===== src/rtl/rob_queue.sv =====
// Reorder-buffer queue: circular entry store with dispatch, writeback, commit and flush.
// Define ROB_QUEUE_BYPASS_EN to forward same-cycle writebacks to the operand lookup ports.
module rob_queue #(
  parameter int ADDR_W = 5,
  parameter int DATA_W = 64,
  parameter int RES_W  = 32
) (
  input  logic              clk,
  input  logic              rst,
  input  logic              alloc_valid,
  output logic              alloc_ready,
  input  logic [DATA_W-1:0] alloc_data,
  output logic [ADDR_W-1:0] alloc_tag,
  input  logic              wb_valid,
  input  logic [ADDR_W-1:0] wb_tag,
  input  logic [RES_W-1:0]  wb_result,
  input  logic [ADDR_W-1:0] rd0_tag,
  output logic              rd0_done,
  output logic [RES_W-1:0]  rd0_result,
  input  logic [ADDR_W-1:0] rd1_tag,
  output logic              rd1_done,
  output logic [RES_W-1:0]  rd1_result,
  output logic              cm_valid,
  input  logic              cm_ready,
  output logic [DATA_W-1:0] cm_data,
  output logic [RES_W-1:0]  cm_result,
  output logic [ADDR_W-1:0] cm_tag,
  input  logic              flush,
  input  logic [ADDR_W-1:0] flush_tag,
  output logic              full,
  output logic              empty,
  output logic [ADDR_W:0]   count
);

  localparam int DEPTH = 2 ** ADDR_W;
  localparam logic [ADDR_W:0] ONE = {{ADDR_W{1'b0}}, 1'b1};

  logic [ADDR_W:0]   head_q, head_d;
  logic [ADDR_W:0]   tail_q, tail_d;
  logic [DEPTH-1:0]  valid_q, valid_d;
  logic [DEPTH-1:0]  done_q, done_d;
  logic [DATA_W-1:0] pay_q [DEPTH];
  logic [RES_W-1:0]  res_q [DEPTH];

  logic [ADDR_W-1:0] h_idx, t_idx, fl_off;
  logic              alloc_fire, cm_fire, wb_hit, fl_hit;
  logic [DEPTH-1:0]  squash;

  assign h_idx = head_q[ADDR_W-1:0];
  assign t_idx = tail_q[ADDR_W-1:0];

  assign count = tail_q - head_q;
  assign empty = (head_q == tail_q);
  assign full  = (h_idx == t_idx) & (head_q[ADDR_W] != tail_q[ADDR_W]);

  assign alloc_ready = ~full & ~flush;
  assign alloc_tag   = t_idx;
  assign alloc_fire  = alloc_valid & alloc_ready;

  assign cm_valid  = ~empty & valid_q[h_idx] & done_q[h_idx];
  assign cm_data   = pay_q[h_idx];
  assign cm_result = res_q[h_idx];
  assign cm_tag    = h_idx;
  assign cm_fire   = cm_valid & cm_ready;

  assign wb_hit = wb_valid & valid_q[wb_tag];

  // Flush only acts when flush_tag lies within [head, tail).
  assign fl_off = flush_tag - h_idx;
  assign fl_hit = flush & ({1'b0, fl_off} < count);

  for (genvar g = 0; g < DEPTH; g++) begin : g_sq
    logic [ADDR_W-1:0] rel;
    assign rel = ADDR_W'(g) - h_idx;
    assign squash[g] = fl_hit & (rel > fl_off)
                     & ({1'b0, rel} < count);
  end

  always_comb begin
    head_d  = head_q;
    tail_d  = tail_q;
    valid_d = valid_q;
    done_d  = done_q;
    if (wb_hit) done_d[wb_tag] = 1'b1;
    if (alloc_fire) begin
      valid_d[t_idx] = 1'b1;
      done_d[t_idx]  = 1'b0;
      tail_d         = tail_q + ONE;
    end
    if (cm_fire) begin
      valid_d[h_idx] = 1'b0;
      head_d         = head_q + ONE;
    end
    if (fl_hit) tail_d = head_q + {1'b0, fl_off} + ONE;
    valid_d = valid_d & ~squash;
  end

  always_ff @(posedge clk or posedge rst) begin
    if (rst) begin
      head_q  <= '0;
      tail_q  <= '0;
      valid_q <= '0;
      done_q  <= '0;
    end else begin
      head_q  <= head_d;
      tail_q  <= tail_d;
      valid_q <= valid_d;
      done_q  <= done_d;
    end
  end

  always_ff @(posedge clk) begin
    if (alloc_fire) pay_q[t_idx] <= alloc_data;
    if (wb_hit) res_q[wb_tag] <= wb_result;
  end

`ifdef ROB_QUEUE_BYPASS_EN
  logic byp0, byp1;
  assign byp0 = wb_valid & (wb_tag == rd0_tag) & valid_q[rd0_tag];
  assign byp1 = wb_valid & (wb_tag == rd1_tag) & valid_q[rd1_tag];
  assign rd0_done   = (valid_q[rd0_tag] & done_q[rd0_tag]) | byp0;
  assign rd1_done   = (valid_q[rd1_tag] & done_q[rd1_tag]) | byp1;
  assign rd0_result = byp0 ? wb_result : res_q[rd0_tag];
  assign rd1_result = byp1 ? wb_result : res_q[rd1_tag];
`else
  assign rd0_done   = valid_q[rd0_tag] & done_q[rd0_tag];
  assign rd1_done   = valid_q[rd1_tag] & done_q[rd1_tag];
  assign rd0_result = res_q[rd0_tag];
  assign rd1_result = res_q[rd1_tag];
`endif

endmodule

===== config.mk =====
export PLATFORM = sky130hd
export DESIGN_NAME = rob_queue
export DESIGN_NICKNAME = d
export VERILOG_FILES = /design/src/rtl/rob_queue.sv
export SDC_FILE = /design/constraint.sdc
export NUM_CORES = 2
export LEC_CHECK = 0
export CORE_MARGIN = 2
export CORE_UTILIZATION = 60
export DETAILED_ROUTE_END_ITERATION = 10
export PLACE_DENSITY = 0.8
export SLEW_MARGIN = 20
export SYNTH_ARGS = -nofsm -noshare
export SYNTH_HDL_FRONTEND = slang
export SYNTH_SLANG_ARGS = --single-unit

===== constraint.sdc =====
create_clock -name clk -period 15.55 [get_ports clk]
set_input_delay 3.11 -clock clk [delete_from_list [all_inputs] [get_ports clk]]
set_output_delay 3.11 -clock clk [all_outputs]
set_load 0.02 [all_outputs]

==> metrics.cfg <==
[floorplan]
core_sq_um = 233000
die_x_um = 488
initial_core_util_pct = 60.3
row_count = 177
dieArea_sq_um = 238000
io_pins = 304
die_h_um = 488

[setup_path]
cpMaxStageDelayCell = buf_4
crit_family = buffers and inverters
worst-path-buf-inv = 4
crit_path_cell_trace = buf_8 -> buf_12 -> buf_4 -> mux4_2 -> mux4_2 -> mux2_2 -> clkdlybuf4s50_1
cp_common_cell = mux4_2
cp.required_ps = 12440
cp.arrival_ps = 7230
cp-start-kind = primary input
crit_type = primary input to output port
cp_max_fo = 78
end_kind = output port
cpPeakStageDelay_ps = 780

[detailed_routing]
vias = 78000
drtIter0Drc = 12000
routed_wl_mm = 419
wl_per_cell_um = 41.7
vias_per_cell = 7.76
drt.antenna.violating_nets = 0
drt-pass1-iter-count = 8
drc_errors = 0

[timing]
fin_setup_tns_ps = 0
finalCriticalPeriod_ps = 10340
relSlewSlack_pct = 16.3
drv_slew = 0
setup_viol = 0
rsz0062_at_grt = no
clock_skew_ps = 61.5
tightest_slew_ps = 1260
fmax_mhz = 96.7
setup_slack_ps = 5210
fin_crit_sh_pct = 66.5
finalHoldViolCount = 0

[synth]
ys_seq_area_share_pct = 67.1
synth_top_family_by_area = multiplexers
synthXorXnorAreaFrac_pct = 0.268
ys_seq_elements = 3148
async_reset_ff_share_pct = 2.41
yosys.area_share.simple_pct = 1.81
synth.area.mux_share_pct = 26.7
yosys.cell_types.count = 79
netlist.area_leader.share_pct = 65.7
ys.flop_type = edfxtp_1
mappedNetlistNets = 6622
synth_top_area_cell = edfxtp_1
yosysWarnings = 0
syn-cell-area_sq_um = 140000
synth_compound_area_share_pct = 1.37
synth.avg_cell_area_sq_um = 21.9
synthAdderAreaFrac_pct = 1.23
synth-edff-count = 3072
ys_top_cells_by_area = edfxtp_1, mux4_2, dfrtp_1
syn_inst = 6394

[placed_design]
dp_hpwl_mm = 201
port_buffers = 303
dp_slack_ps = 5200
place_congestion = 0.909

[power_and_ir_drop]
power.density_nw_per_um2 = 174
p_leak_uw = 0.0497
ir_worst_vdd_v = 0.000185
power.total_uw = 27400

[clock_tree]
cts_hold_buf = 0
cts_max_path_buffers = 4
htree_levels = 5
clock-root-buffer = clkbuf_16
clk_pin_slew_ps = 60
clock_sinks = 3148
cts_tree = done
cts_buffers = 330
postCtsResizedCells = 0
clk_latency_ps = 950
post_cts_buffers = 0

[global_route]
met2_usage_pct = 57.0
grt_max_degree = 156
overflow = 0
top_usage_layer = met2
antenna_found_initial = 35
first_global_vias = 78900
use_met1_pct = 46.2
grt.total_usage_pct = 35.6
grt_pass1_wl_mm = 593
met3_usage_pct = 7.76

[run_status]
status = complete, no violations

[min_path]
hold_path_class = flip-flop to flip-flop

[layout]
areaGrowthSynthToFinish_pct = 12.4
drive_above_1_share_pct = 35.0
fin_nets = 6974
fillers = 13500
final_core_util_pct = 67.8

[run]
drv_cap = 0

==> registers in the layout (all words and copies together), names as in the netlist <==
signal   flops
res_q     1024
valid_q     32
pay_q     2048
head_q       6
tail_q       6
done_q      32
==> final cells by class <==
cell class / count / area, sq um / area share, %
well taps: 3043 / 3810 / 2.41
flip-flops and latches: 3148 / 94200 / 59.7
diodes: 23 / 57.6 / 0.0365
multi-input cells: 2745 / 44600 / 28.3
clock buffers: 390 / 8640 / 5.48
repair buffers: 460 / 4320 / 2.74
inverters: 61 / 246 / 0.156
clock inverters: 191 / 1910 / 1.21
==> per-stage QoR <==
step	area, sq um	cells	hold WS (ps)
after floorplan	140000	6394	460
after global placement	147000	9455	471
after detailed placement	147000	9456	478
after CTS	158000	10000	491
after global routing	158000	10100	496
final	158000	10100	492
==> synth_stat cells (12+ instances only) <==
master / instances
xnor2_1: 30
clkbuf_1: 254
ha_1: 102
buf_2: 102
mux2_2: 65
o22a_1: 25
edfxtp_1: 3072
buf_1: 69
and3_1: 12
and2_1: 12
inv_1: 54
o21ai_0: 26
dfrtp_1: 76
nand3_1: 26
buf_4: 12
nand2_1: 365
nor2_1: 117
mux4_2: 1632
nand4_1: 14
a21oi_1: 65
a21o_1: 26
maj3_1: 34
==> kinds of logic (layout without fill, tap and decap cells) <==
kind of cell | after synthesis | in the layout
mux | 1699 | 1699
buf+inv | 501 | 1102
flops | 3148 | 3148
xor+xnor | 40 | 40
compound gates | 264 | 264
other cells | 0 | 23
fa+ha+maj | 143 | 143
simple gates | 599 | 599
==> per-layer routing <==
layer	wire length, um	vias to the layer above	part of all wire, %
met5	169	-	0.040
met4	26500	24	6.3
met3	50500	1355	12
met2	206000	7025	49
met1	136000	41100	32
li1	-	28600	-
==> report_power, final <==
group	switching [uW]	leakage, uW	internal, uW
registers	244	0.0287	9560
logic	5290	0.0159	4350
clock network	3340	0.00517	4590
total	8870	0.0497	18500
==> placed cells by master (no fill, tap or decap), types with 30 or more instances in the layout <==
cell / netlist / routed
edfxtp_1: 3072 / 3072
mux4_2: 1632 / 1632
nand2_1: 365 / 365
clkbuf_16: 0 / 336
clkdlybuf4s50_1: 0 / 280
buf_4: 12 / 149
ha_1: 102 / 102
dfrtp_1: 76 / 71
clkinv_1: 2 / 67
a21oi_1: 65 / 65
mux2_2: 65 / 65
nor2_4: 0 / 64
clkinv_2: 0 / 61
nor2_1: 117 / 53
inv_1: 54 / 52
clkbuf_1: 254 / 51
bufinv_16: 0 / 38
maj3_1: 34 / 34
xnor2_1: 30 / 30
==> worst reg2reg max path, stage by stage (launching register included) <==
cell     delay [ps]
dfrtp_4        1080
buf_12          740
ha_1            590
nand4_1         190
o311a_1         360
nand2_1         100
buf_4           250
nor2_4          960
buf_4           630
buf_4           640
==> final timing paths <==
kind / start / endpoint / slack, ps / cells after the start
hold reg to reg: done_q[2]$_DFF_PP0_ / done_q[2]$_DFF_PP0_ / 490 / 1
setup reg to reg: head_q[0]$_DFFE_PP0P_ / pay_q[17][5]$_DFFE_PP_ / 9510 / 9
max in group asynchronous: rst / head_q[4]$_DFFE_PP0P_ / 11830 / 3
hold / removal: done_q[2]$_DFF_PP0_ / done_q[2]$_DFF_PP0_ / 490 / 1
min in group asynchronous: rst / tail_q[2]$_DFFE_PP0P_ / 2420 / 2
setup / recovery: rd0_tag[0] / rd0_result[23] / 5210 / 7
No activity file was read; power rests on OpenSTA's default activity.
